[src/rtl/jk_cmd_pkg.sv]
// Shared types and constants for the JK command debouncer:
// FSM state encoding, J/K command codes and the counter-width helper.
package jk_cmd_pkg;

  typedef enum logic [1:0] {
    IDLE = 2'd0,
    WAIT = 2'd1,
    EMIT = 2'd2,
    HOLD = 2'd3
  } state_t;

  localparam logic [1:0] JK_HOLD   = 2'b00;
  localparam logic [1:0] JK_RESET  = 2'b01;
  localparam logic [1:0] JK_SET    = 2'b10;
  localparam logic [1:0] JK_TOGGLE = 2'b11;

  function automatic int cnt_width(input int a, input int b);
    return $clog2((a > b) ? a : b) + 1;
  endfunction

endpackage

[src/rtl/debounce_channel.sv]
// One button channel: 2-FF synchronizer, debounce counter and a one-cycle
// press pulse on the rising edge of the debounced level.
module debounce_channel #(
  parameter int DEBOUNCE_CYCLES = 16
) (
  input  logic clk,
  input  logic reset,
  input  logic raw,
  output logic stable,
  output logic press
);

  localparam int CNT_W = $clog2(DEBOUNCE_CYCLES) + 1;

  logic             sync1;
  logic             sync2;
  logic             stable_prev;
  logic [CNT_W-1:0] count;

  always_ff @(posedge clk or posedge reset) begin
    if (reset) begin
      sync1       <= 1'b0;
      sync2       <= 1'b0;
      stable      <= 1'b0;
      stable_prev <= 1'b0;
      count       <= '0;
    end else begin
      sync1       <= raw;
      sync2       <= sync1;
      stable_prev <= stable;
      // Any return to the stable level restarts the qualification run.
      if (sync2 == stable) begin
        count <= '0;
      end else if (count == CNT_W'(DEBOUNCE_CYCLES - 1)) begin
        stable <= sync2;
        count  <= '0;
      end else begin
        count <= count + CNT_W'(1);
      end
    end
  end

  assign press = stable & ~stable_prev;

endmodule

[src/rtl/jk_cmd_debouncer.sv]
// Debounces SET/CLEAR buttons, pairs near-simultaneous presses and emits
// one-cycle registered J/K command pulses (10 set, 01 reset, 11 toggle).
module jk_cmd_debouncer
  import jk_cmd_pkg::*;
#(
  parameter int DEBOUNCE_CYCLES = 16,
  parameter int PAIR_WINDOW     = 4
) (
  input  logic clk,
  input  logic reset,
  input  logic btn_set,
  input  logic btn_clr,
  output logic J,
  output logic K,
  output logic cmd_valid,
  output logic set_stable,
  output logic clr_stable
);

  localparam int CNT_W = cnt_width(DEBOUNCE_CYCLES, PAIR_WINDOW);

  logic             press_set;
  logic             press_clr;
  state_t           state;
  logic [1:0]       rec_code;
  logic [CNT_W-1:0] win;

  debounce_channel #(.DEBOUNCE_CYCLES(DEBOUNCE_CYCLES)) u_set (
    .clk    (clk),
    .reset  (reset),
    .raw    (btn_set),
    .stable (set_stable),
    .press  (press_set)
  );

  debounce_channel #(.DEBOUNCE_CYCLES(DEBOUNCE_CYCLES)) u_clr (
    .clk    (clk),
    .reset  (reset),
    .raw    (btn_clr),
    .stable (clr_stable),
    .press  (press_clr)
  );

  // J/K/cmd_valid are loaded only on the transition into EMIT, so they are
  // nonzero exactly while the state is EMIT.
  always_ff @(posedge clk or posedge reset) begin
    if (reset) begin
      state     <= IDLE;
      rec_code  <= JK_HOLD;
      win       <= '0;
      J         <= 1'b0;
      K         <= 1'b0;
      cmd_valid <= 1'b0;
    end else begin
      J         <= 1'b0;
      K         <= 1'b0;
      cmd_valid <= 1'b0;
      case (state)
        IDLE: begin
          if (press_set && press_clr) begin
            state     <= EMIT;
            {J, K}    <= JK_TOGGLE;
            cmd_valid <= 1'b1;
          end else if (press_set || press_clr) begin
            state    <= WAIT;
            rec_code <= press_set ? JK_SET : JK_RESET;
            win      <= '0;
          end
        end
        WAIT: begin
          if ((rec_code == JK_SET && press_clr) || (rec_code == JK_RESET && press_set)) begin
            state     <= EMIT;
            {J, K}    <= JK_TOGGLE;
            cmd_valid <= 1'b1;
          end else if (win == CNT_W'(PAIR_WINDOW - 1)) begin
            // Emitted even if the recorded button was released meanwhile.
            state     <= EMIT;
            {J, K}    <= rec_code;
            cmd_valid <= 1'b1;
          end else begin
            win <= win + CNT_W'(1);
          end
        end
        EMIT: state <= HOLD;
        HOLD: begin
          if (!set_stable && !clr_stable) state <= IDLE;
        end
        default: state <= IDLE;
      endcase
    end
  end

endmodule

[config.mk]
export PLATFORM = sky130hd
export DESIGN_NAME = jk_cmd_debouncer
export DESIGN_NICKNAME = d
export VERILOG_FILES = /design/src/rtl/jk_cmd_pkg.sv /design/src/rtl/debounce_channel.sv /design/src/rtl/jk_cmd_debouncer.sv
export SDC_FILE = /design/constraint.sdc
export NUM_CORES = 1
export LEC_CHECK = 0
export BUFFER_PORTS_ARGS = -buffer_cell sky130_fd_sc_hd__buf_2
export CORE_UTILIZATION = 40
export CTS_CLUSTER_SIZE = 24
export DETAILED_ROUTE_END_ITERATION = 10
export PLACE_DENSITY = 0.65
export SETUP_SLACK_MARGIN = 0.1
export SYNTH_ARGS = -nofsm -noshare
export SYNTH_HDL_FRONTEND = slang
export SYNTH_SLANG_ARGS = --single-unit
export TNS_END_PERCENT = 10
[constraint.sdc]
create_clock -name clk -period 2.4 [get_ports clk]
set_input_delay 0.48 -clock clk [delete_from_list [all_inputs] [get_ports clk]]
set_output_delay 0.48 -clock clk [all_outputs]
set_load 0.01 [all_outputs]
==> metrics.sh <==
DESIGN.FINAL.NETS=154
TIMING_WORST_SLEW_PIN_VALUE_PS=372
SYN_AREA_UM2=1440
TRACK_USAGE_PCT=14.3
OVERFLOW=0
FIRST_PASS_ITERS=4
NUMBER_OF_SINKS_DRIVEN_BY_THE_CLOCK_TREE=30
TOTAL_OF_HOLD_BUFFERS_INSERTED_AFTER_CLOCK_TREE_SYNTHESIS=0
AREA_GROWTH_PCT=10.3
HOLD_PATH.CLASS='in -> async'
ACHIEVABLE-FREQUENCY_MHz=482
CLK_PIN_SLEW_WORST_PATHS_PS=100
SYN_INST=128
TRITONCTS='done'
FINAL-HOLD-VIOLATION-COUNT=0
DRIVE_GT1_SHARE_PCT=17.6
DPL_CELL_AREA_UM2=1520
REQUIRED_WORST_ENDPOINT_PS=2630
HOLDWS_PS=201
MIN_PERIOD_OVER_PERIOD_PCT=86.5
PATH_CLASS='reg -> reg'
DRT.ANTENNA.VIOLATING_NETS=0
YOSYSSEQAREASHARE_PCT=52.3
REPORT.FINAL.SETUP_VIOL=0
GRT_START_MAX_NET_PINS=31
CP-END-KIND='flip-flop'
STATUS='finished, final reports clean'
HPWLAFTERDP_UM=1650
MAXIMUM_FANOUT_ALONG_THE_WORST_PATH=7
CLOCK_BUFFERS_CREATED_BY_TRITONCTS=5
ANTENNADIODECOUNT=0
SYNTH_NETS=141
TOTALNEGATIVESETUPSLACK_PS=0
NETLIST-CELL-TYPE-COUNT=32
DETAIL_ROUTE.WL_PER_CELL_UM=12.2
SYNTHESIS.AREA_PER_INSTANCE_UM2=11.2
CTS_SETUP_BUFFERS=0
TIMING.CRITICAL_PATH.ARRIVAL_PS=2310
RSZ_0062_RAISED_AFTER_GLOBAL_ROUTING='no'
FINCLKSKEW_PS=13.3
IR_DROP_V=0.000292
CTS_ROOT_BUFFER='clkbuf_4'
YS.WARNINGS.COUNT=0
GRT_PASS1_VIAS=906
LEAKAGE_nW=0.782
FIN_UTIL_PCT=46.7
FINALINSTANCEAREA_UM2=1580
CRITPATHLAUNCHTYPE='flip-flop'
DETAIL_ROUTE.ITER0.VIOLATIONS=42
DIE_W_UM=61.9
AVGVIACOUNTPERCELL=5.10
ANTENNA_FOUND_INITIAL=0
ROUTE.DETAILED.DRC=0
FLOORPLAN.INITIALDENSITY_PCT=42.4
DIEAREA_UM2=3830
SLEW_VIOL_FINAL=0
PORT_BUFFERS=8
GLOBALPLACE.CONGESTION=0.915
MAX-CAP-VIOLATIONS=0
LAYOUT.CELLS.MOST_COMMON_LIST='dfrtp_1 (29), inv_1 (11), o21ai_0 (10), nor2_1 (9), ha_1 (9)'
CELLPOWERDENSITY_nW_PER_UM2=791
YS_DOMINANT_REG_CELL='dfrtp_1'
WORSTSETUPSTARTPOINT='u_clr.stable'
CRIT-REG2REG-LAUNCH='u_clr.stable'
YS_FF_LATCH=30
YOSYSTOPAREACELL='dfrtp_1'
GLOBAL_ROUTE_WIRE_LENGTH_BEFORE_REPAIR_UM=3860
SYNTH.TOP_CELL.AREA_SHARE_PCT=52.3
CTS_MAX_LEVEL=2
SYNTH_ASYNC_SR_FLOP_SHARE_PCT=100
POST_ROUTE_MINIMUM_PERIOD_PS=2080
VIAS=958
YS_TOP_CELLS_BY_AREA='dfrtp_1 (52%), ha_1 (7.8%), xor2_1 (3.7%), o21ai_0 (3.5%), inv_1 (2.9%)'
DETAIL_ROUTE.WIRELENGTH_UM=2290
PLACEMENT_ROWS=21
SYNTH-EDFF-COUNT=0
RELATIVE_SLEW_SLACK_PCT=75.2
WORST_SKEW_PAIR.LATE_LATENCY_PS=340
MAX-CLOCK-PATH-BUFFERS=2
DIE_H_UM=61.9
CORE_AREA_UM2=3390
IOS=9
TIMING.REG2REG.WORST_PATH_DEPTH=7
LAYOUT.CELLS.MOST_COMMON='dfrtp_1'
==> flip-flops by register name (all words and copies together) (netlist names) <==
register and flops:
K 1, u_set.stable_prev 1, win 5, u_clr.sync2 1, u_set.sync2 1, u_clr.stable_prev 1, J 1, u_clr.stable 1
u_set.stable 1, rec_code 2, u_set.sync1 1, u_clr.sync1 1, u_clr.count 5, u_set.count 5, cmd_valid 1, state 2
==> critical path, stage by stage (launching register included) <==
cell,delay (ps)
dfrtp_1,450
nor2b_1,210
inv_1,60
ha_1,210
o21a_1,190
a211o_1,340
or2_1,290
o41ai_2,210
==> routing by layer <==
layer / vias to the layer above / part of all wire [%] / GRT usage (%)
met2: 15 / 46 / 20.6
met5: - / 0 / 0
met1: 466 / 48 / 18.7
met4: 0 / 2.5 / 9.52
met3: 8 / 3.2 / 4.35
li1: 469 / - / -
==> what timing repair did <==
item | CTS | global route
endpoints found under the setup margin | 0 | 1
hold endpoints to repair | 0 | 0
gates resized for setup | 0 | 2
==> Yosys cell counts, types with 2 or more instances <==
master and instances:
o21a_1 2, and3_1 2, and2_1 3, nor2b_1 2, or3_1 2, mux2i_1 2, o31a_1 3, inv_1 11
xor2_1 6, or2_1 2, nand2_1 6, nor2_1 9, mux2_2 2, a21oi_1 4, ha_1 9, dfrtp_1 30
o21ai_1 2, o21ai_0 10, nand3_1 7, and4bb_4 2
==> cell type report <==
type	count	area, um2
tap	46	57.6
fill	303	1810
sequential	30	752
clock buffer	7	55.1
clock inverter	1	5.00
inverter	11	41.3
timing repair buffer	9	47.5
multi-input combinational	84	626
==> power breakdown <==
group,internal [W],switching [W],total (W),leakage [nW]
combinational,0.000154,0.000201,0.000355,0.349
clock,0.000142,0.000172,0.000313,0.0353
sequential,0.000548,0.0000366,0.000585,0.398
==> through the flow <==
stage / cells / setup slack [ps] / total power (W)
6_report: 188 / 324 / 0.00125
2_1_floorplan: 128 / 399 / 0.000878
3_5_place_dp: 180 / 258 / 0.000949
4_1_cts: 188 / 240 / 0.00127
5_1_grt: 188 / 112 / 0.00134
3_3_place_gp: 180 / 373 / 0.000929
==> cells by family after synthesis <==
logic type / Yosys count / synth area share, %
buffers and inverters: 14 / 4.35
multiplexers: 5 / 3.75
flip-flops: 30 / 52.3
adder cells (fa/ha/maj): 9 / 7.84
AND/OR/NAND/NOR: 37 / 15.4
AO/OA/AOI/OAI: 27 / 12.7
XOR/XNOR: 6 / 3.66
==> final timing paths <==
| kind | end | slack [ps] |
|---|---|---|
| setup / recovery | win[2] | 320 |
| hold / removal | u_set.count[2] | 200 |
| setup reg to reg | win[2] | 320 |
| hold reg to reg | u_set.sync2 | 360 |
| max in group asynchronous | u_set.stable | 1900 |
| min in group clk | u_clr.sync1 | 250 |
No activity file was read; power rests on OpenSTA's default activity.
